--- config.mk ---
export PLATFORM = sky130hd
export DESIGN_NAME = seq_detector_param
export DESIGN_NICKNAME = d
export VERILOG_FILES = /design/src/rtl/seq_detector_param.sv
export SDC_FILE = /design/constraint.sdc
export NUM_CORES = 1
export LEC_CHECK = 0
export CAP_MARGIN = 30
export CORE_AREA = 3 3 69 97
export CTS_CLUSTER_SIZE = 24
export DETAILED_ROUTE_END_ITERATION = 8
export DIE_AREA = 0 0 72 100
export PLACE_DENSITY = 0.45
export SLEW_MARGIN = 30
export SYNTH_ARGS = -nofsm -noshare
export SYNTH_HDL_FRONTEND = slang
export SYNTH_SLANG_ARGS = --single-unit
--- constraint.sdc ---
create_clock -name clk -period 5.8 [get_ports clk]
set_input_delay 0.87 -clock clk [delete_from_list [all_inputs] [get_ports clk]]
set_output_delay 0.87 -clock clk [all_outputs]
set_load 0.05 [all_outputs]
--- src/rtl/seq_detector_param.sv ---
// rtl/seq_detector_param.sv - programmable serial bit-pattern detector with saturating match count
module seq_detector_param #(
  parameter int MAX_LEN = 8,
  parameter int CNT_W = 8,
  parameter logic [MAX_LEN-1:0] DEF_PATTERN = MAX_LEN'(8'b0000_1011),
  parameter int DEF_LEN = 4,
  parameter int DEF_OVERLAP = 1,
  localparam int LEN_W = $clog2(MAX_LEN + 1)
) (
  input  logic               clk,
  input  logic               reset,
  input  logic               in,
  input  logic               in_valid,
  input  logic               load,
  input  logic [MAX_LEN-1:0] cfg_pattern,
  input  logic [LEN_W-1:0]   cfg_len,
  input  logic               cfg_overlap,
  output logic               out,
  output logic [CNT_W-1:0]   match_count,
  output logic               cfg_err
);

  localparam logic [LEN_W-1:0] MAX_LEN_L = LEN_W'(MAX_LEN);
  localparam logic [LEN_W-1:0] DEF_LEN_L = LEN_W'(DEF_LEN);
  localparam logic DEF_ERR = (DEF_LEN == 0) || (DEF_LEN > MAX_LEN);

  logic [MAX_LEN-1:0] pat_q, pat_d;
  logic [LEN_W-1:0]   len_q, len_d;
  logic               ovl_q, ovl_d;
  logic               err_q, err_d;
  logic [MAX_LEN-1:0] hist_q, hist_d;
  logic [LEN_W-1:0]   fill_q, fill_d;
  logic [CNT_W-1:0]   cnt_q, cnt_d;
  logic               out_q, out_d;

  logic [MAX_LEN-1:0] mask;
  logic [MAX_LEN-1:0] nh;
  logic [LEN_W-1:0]   nf;
  logic               hit;

  always_comb begin
    mask = '0;
    for (int i = 0; i < MAX_LEN; i++) begin
      mask[i] = (LEN_W'(i) < len_q);
    end
    nh  = {hist_q[MAX_LEN-2:0], in};
    nf  = (fill_q >= MAX_LEN_L) ? MAX_LEN_L : fill_q + 1'b1;
    // fill gate keeps zeroed history from producing a false match
    hit = !err_q && (nf >= len_q) && (((nh ^ pat_q) & mask) == '0);
  end

  always_comb begin
    pat_d  = pat_q;
    len_d  = len_q;
    ovl_d  = ovl_q;
    err_d  = err_q;
    hist_d = hist_q;
    fill_d = fill_q;
    cnt_d  = cnt_q;
    out_d  = 1'b0;
    if (load) begin
      pat_d  = cfg_pattern;
      len_d  = cfg_len;
      ovl_d  = cfg_overlap;
      err_d  = (cfg_len == '0) || (cfg_len > MAX_LEN_L);
      hist_d = '0;
      fill_d = '0;
      cnt_d  = '0;
    end else if (in_valid) begin
      out_d = hit;
      if (hit && !(&cnt_q)) begin
        cnt_d = cnt_q + 1'b1;
      end
      if (hit && !ovl_q) begin
        hist_d = '0;
        fill_d = '0;
      end else begin
        hist_d = nh;
        fill_d = nf;
      end
    end
  end

  always_ff @(posedge clk) begin
    if (reset) begin
      pat_q  <= DEF_PATTERN;
      len_q  <= DEF_LEN_L;
      ovl_q  <= (DEF_OVERLAP != 0);
      err_q  <= DEF_ERR;
      hist_q <= '0;
      fill_q <= '0;
      cnt_q  <= '0;
      out_q  <= 1'b0;
    end else begin
      pat_q  <= pat_d;
      len_q  <= len_d;
      ovl_q  <= ovl_d;
      err_q  <= err_d;
      hist_q <= hist_d;
      fill_q <= fill_d;
      cnt_q  <= cnt_d;
      out_q  <= out_d;
    end
  end

  assign out         = out_q;
  assign match_count = cnt_q;
  assign cfg_err     = err_q;

endmodule

==> metrics, run 1 <==
Synth area leader=dfxtp_1; Die Wd=between 70 and 80 µm; CTS tree=yes; CP Max Fanout=7; post-DR vias/cell=4.90; full die area=7200 µm²; fraction of layout cells with a size suffix above 1=0.0861; Nets=around 230; startpoint types=input pin; clock latency at the later pin of the worst-skew pair=about 0.28 ns; FF/Latch Area=between 600 and 700 µm²; synthesized area=roughly 1600 µm²; vias in the first global route=around 1300; share of the synthesized area in the top cell type=0.417; Layout Area Growth over Synthesis=26.5%; Post-DP HPWL=between 2000 and 3000 µm; clock root buffer=clkbuf_8; grt total ovfl=0; largest net degree at the start of global routing=20; router iterations before antenna repair=4; CTS HTree Levels=2; final count of hold timing violations=0; IO Count=28; clock edge transition at the registers on the reported setup and hold paths=roughly 0.070 ns; most frequent cells in the layout=34 x dfxtp_1, 27 x clkdlybuf4s50_1, 26 x nor2_1; total CTS buffers=5; crit path time final=between 2 and 3 ns; critical path class=in2reg; yosys warns=0; sequential-to-total area share from yosys stat=0.417; routed len/inst=14.0 µm; DRT antenna net count=0; HP Class=reg2reg; DRC viols=0; syn nets=a little over 200; post-cts resize count=0; Rel. slew slack=0.622; P per Cell Area=roughly 230 nW/µm²; antenna violations before repair=0; Setup-failing EPs final=0; part of the cycle the worst path needs=0.451; Layout fillers=650; Max Fclk=between 0.3 and 0.4 GHz; dpl cells=271; crit path DAT=2.83 ns; initial cell density of the core=0.276; Via Count=~1400; Die Ht=about 100 µm; Setup TNS Final=0 ns; Critical Path Sink Type=flip-flop; Max clock buf depth=2; most common cell after layout, fill and taps aside=dfxtp_1; antenna fix cells=0; Max VDD drop=between 0.1 and 0.15 mV; Non-Filler Instances=~280; Max Clock Skew=~0.0031 ns; worst path required time=6.02 ns; DRT Wirelength=3900 µm; core box area=5900 µm²; Synth Instances=181; gr usage total=0.118; RSZ-0062 raised after global routing=false; total setup buffers inserted after CTS=0; number of DRC markers in iteration 0=between 70 and 80; Distinct cells, synth=41; Final Max Tran Viols=0; # Max-Cap Violations=0; Hold Buf Count CTS=0; P_leak=0.827 nW; first-pass GRT wire length=approximately 6500 µm; port buffer count=27; Seq cells post-synth=34; Num Clock Sinks=34; largest cells by area after synthesis=dfxtp_1 42%, mux2i_1 6.8%, nor2_1 6.0%, ha_1 5.4%, a22oi_1 4.6%; # rows=33; Avg Cell Area, Syn=approximately 9.0 µm²; multi-input logic area=between 800 and 900 µm²; GPL Wtd Cong=~0.72; Worst-Margin Slew=around 0.57 ns; run status=completed
-- through the flow --
stage / power [mW] / hold slack, ns / instance area (µm²) / utilization / setup slack [ns]
finish: 0.479 / 0.497 / 2060 / 0.349 / 3.18
global route: 0.505 / 0.530 / 2060 / 0.349 / 2.94
CTS: 0.488 / 0.504 / 2060 / 0.348 / 2.91
detailed placement: 0.306 / 0.495 / 1960 / 0.333 / 2.86
global placement: 0.306 / 0.491 / 1960 / 0.333 / 2.86
floorplan: 0.283 / 0.455 / 1630 / - / 3.46
-- power by group --
part | leakage [nW] | switching, mW | internal [mW]
registers | 0.277 | 0.00705 | 0.240
clock network | 0.0482 | 0.0835 | 0.0957
logic | 0.502 | 0.0260 | 0.0266
total | 0.827 | 0.117 | 0.363
-- cells in the mapped netlist --
cell type  instances
a221oi_1           1
and2_1             3
ha_1               7
a21o_2             1
nor3_1             2
a31o_2             2
nand4b_1           3
dfxtp_1           34
or3_2              1
nor2b_1            1
and3_1             2
nand2b_1           1
nand3_1            3
a22o_1             1
a211o_1            1
a2111o_1           1
a22oi_1           10
o21a_1             1
a21oi_1            7
nor2_1            26
a31oi_1            1
and4_2             1
buf_2              1
o21ai_0            7
xnor2_1            3
clkbuf_1           5
a211oi_1           1
or3b_2             1
inv_1              9
o211ai_1           2
buf_1              2
nand2_1           13
or4_1              2
xor2_1             8
mux2i_1           11
o2111a_2           1
or3_1              1
nand4_1            1
nand4_4            1
a222oi_1           1
or2_2              1
-- worst paths after layout --
path | end | slack (ns) | startpoint | cells after the start
worst max-delay path | match_count[4]$_SDFFE_PP0P_ | 3.18 | in | 7
worst min-delay path | match_count[6]$_SDFFE_PP0P_ | 0.50 | match_count[6]$_SDFFE_PP0P_ | 2
worst min register to register | match_count[6]$_SDFFE_PP0P_ | 0.50 | match_count[6]$_SDFFE_PP0P_ | 2
worst max register to register | hist_q[1]$_SDFFE_PP0P_ | 3.19 | fill_q[0]$_SDFFE_PP0P_ | 9
-- worst max-delay path: stages --
cell and delay, ns:
clkdlybuf4s50_1 0.45, xor2_1 0.16, a222oi_1 0.32, o2111a_2 0.32, nand4_4 0.15, or4_1 0.49
o21ai_0 0.08
-- cells by family after synthesis --
group                      after synthesis  share of synthesized area
xor gates and xnor gates                11                     0.0591
buffers and inverters                   17                     0.0399
AOI/OAI and AO/OA                       38                      0.164
adders and majority gates                7                     0.0537
DFF                                     34                      0.417
and+or+nand+nor                         63                      0.198
muxes                                   11                     0.0675
-- final cells by class --
cell class | count | area share
clock buffer | 7 | 0.0419
tap | 70 | 0.0425
clock inverter | 1 | 0.00243
multi-input combinational | 130 | 0.432
timing repair buffer | 28 | 0.135
inverter | 9 | 0.0164
sequential | 34 | 0.330
-- routing by layer --
metal	track usage	up-vias	share of wire
met1	0.137	644	0.43
li1	-	693	-
met3	0.0271	6	0.029
met5	0	-	0
met2	0.199	23	0.52
met4	0.0608	0	0.023
-- state kept, by name, indices dropped and copies added (netlist names) --
signal and count:
cfg_err 1, hist_q 7, ovl_q 1, len_q 4, fill_q 4, match_count 8
pat_q 8, out 1
No activity file was read; power rests on OpenSTA's default activity.
==> inputs of run 2 (changes only) <==
PLACE_DENSITY = 0.46   (was 0.45)
clock period = 2.4 ns   (was 5.8 ns; I/O delays follow)
==> run 2 against run 1 <==
Compared with the run above: count of clock-buffer cells in the layout is the same; critical path depth shrank 1; utilization grew 1.4 points; routed wire length shrank 0.98%; clock power grew 140%; highest routed layer unchanged; hold slack gained 0.0055 ns; non-clock buffer count grew 8; critical endpoint is now match_count[2]$_SDFFE_PP0P_; clock skew is essentially flat; register-to-register slack lost 3.1 ns; cell area grew 4.0%.
==> metrics, run 2 (synthesis gave the netlist of run 1 again) <==
Non-Filler Instances=287 (+2.9%); clock root buffer=clkbuf_8; Via Count=1368 (+0.15%); Final Max Tran Viols=0 (unchanged); P_int=0.885 mW (+140%); crit path DAT=2.45 ns (-0.38 ns); Max Fclk=about 0.44 GHz; startpoint types=flip-flop; part of the cycle the worst path needs=0.948; total CTS buffers=5 (unchanged); grt total ovfl=0 (unchanged); Max clock buf depth=2 (unchanged); router iterations before antenna repair=4 (unchanged); critical path class=reg2reg; dpl cells=279 (+3.0%); clock edge transition at the registers on the reported setup and hold paths=0.07 ns (about the same); post-DR vias/cell=4.77 (-2.6%); vias in the first global route=1309 (+0.31%); Worst-Margin Slew=0.494 ns (-0.0711 ns); core box area=5900 µm² (unchanged); gr usage total=0.115 (-0.00270); RSZ-0062 raised after global routing=true; DRT antenna net count=0 (unchanged); most common cell after layout, fill and taps aside=dfxtp_1; sequential cell fraction of total power=0.507 (-0.009); met2 Track Usage GR=0.191 (-0.00779); first-pass GRT wire length=6450 µm (unchanged); Post-DP HPWL=2940 µm (+0.95%); Nets=241 (+3.4%); routed len/inst=13.4 µm (-3.7%); DRC viols=0 (unchanged); Die Wd=72 µm (unchanged); total setup buffers inserted after CTS=0 (unchanged); Layout Area Growth over Synthesis=31.5%; run status=completed; clock latency at the later pin of the worst-skew pair=0.28 ns (about the same); CTS tree=yes; initial cell density of the core=0.276 (unchanged); Max Clock Skew=0.00332 ns (+0.000255 ns); largest net degree at the start of global routing=19 (-5.0%); IO Count=28 (unchanged); antenna violations before repair=0 (unchanged); NetSw=0.289 mW (+150%); GPL Wtd Cong=0.769 (+6.4%); CTS HTree Levels=2 (unchanged); number of DRC markers in iteration 0=65 (-11%); switch share=0.246 (+0.00251); most frequent cells in the layout=31 x dfxtp_1, 27 x clkdlybuf4s50_1, 26 x nor2_1; full die area=7200 µm² (unchanged); CP Max Fanout=8 (+1); Clock power frac=0.371 (-0.003); antenna fix cells=0 (unchanged); port buffer count=27 (unchanged); Setup-failing EPs final=0 (unchanged); met3 usage in global routing=0.0271 (unchanged); Comb pwr share=0.121 (+0.011); Max VDD drop=0.238 mV (+140%); fraction of layout cells with a size suffix above 1=0.138 (+0.0521); worst path required time=2.58 ns (-3.44 ns); # rows=33 (unchanged); Hold Buf Count CTS=0 (unchanged); crit path time final=between 2 and 2.5 ns; Layout fillers=632 (-2.8%); # Max-Cap Violations=0 (unchanged); HP Class=reg2reg; P_leak=0.871 nW (+5.2%); CP max stage delay=0.53 ns (+0.04 ns); Worst path slowest cell=or4_1; DRT Wirelength=3860 µm (-0.98%); Num Clock Sinks=34 (unchanged); Critical Path Sink Type=flip-flop; CP Cell Sequence=or4_1 > a222oi_1 > o2111a_2 > and4_4 > a21oi_1 > a31o_2; final count of hold timing violations=0 (unchanged); P per Cell Area=547 nW/µm² (+140%); met1 usage=0.139 (+0.00238); Die Ht=100 µm (unchanged); Rel. slew slack=0.669 (+0.0476); GRT busiest layer=met2; Setup TNS Final=0 ns (unchanged)
[run 2: through the flow]
stage	utilization	hold WS, ns	instance area [µm²]	setup slack (ns)	power, mW
final	0.363	0.502	2140	0.125	1.17
after global routing	0.363	0.535	2140	0.00708	1.23
after CTS	0.358	0.508	2120	0.0434	1.19
after detailed placement	0.343	0.496	2020	0.0403	0.749
after global placement	0.343	0.490	2020	0.0602	0.749
after floorplan	-	0.455	1630	0.0601	0.683
[run 2: power groups by stage]
| stage | logic [mW] | clock network (mW) | registers (mW) |
|---|---|---|---|
| after floorplan | 0.0743 | 0 | 0.609 |
| after global placement | 0.140 | 0 | 0.609 |
| after detailed placement | 0.140 | 0 | 0.609 |
| after CTS | 0.140 | 0.454 | 0.596 |
| after global routing | 0.157 | 0.476 | 0.598 |
| final | 0.142 | 0.436 | 0.596 |
[run 2: path summary, 6_finish.rpt]
path                                    start                          end  slack, ns  cells after the start
setup reg to reg        len_q[3]$_SDFFE_PP0P_  match_count[2]$_SDFFE_PP0P_       0.12                      6
hold reg to reg   match_count[5]$_SDFFE_PP0P_  match_count[5]$_SDFFE_PP0P_       0.50                      2
hold / removal    match_count[5]$_SDFFE_PP0P_  match_count[5]$_SDFFE_PP0P_       0.50                      2
setup / recovery        len_q[3]$_SDFFE_PP0P_  match_count[2]$_SDFFE_PP0P_       0.12                      6
[run 2: area by class of cell]
cell class	instances	area [µm²]	share of cell area
clock buffer	7	86.3	0.0403
tap	70	87.6	0.0408
multi-input combinational	130	903	0.421
clock inverter	1	5.00	0.00233
sequential	34	687	0.320
timing repair buffer	36	342	0.159
inverter	9	33.8	0.0158
[run 2: per-layer routing]
layer / share of wire / vias up / wire length, µm
met5: 0 / - / 0
met4: 0.021 / 0 / 82
met3: 0.024 / 6 / 94
met2: 0.50 / 19 / 1930
met1: 0.45 / 628 / 1750
li1: - / 715 / -
[run 2: worst max-delay path: cells and delay by family (launching register included)]
family / cells / cell delay, ns
and+or+nand+nor: 2 / 0.84
DFF: 1 / 0.37
AOI/OAI and AO/OA: 4 / 0.96
[run 2: timing repair]
action,in CTS,in global routing
hold endpoints to repair,0,0
endpoints found under the setup margin,0,16
resized for setup,0,10
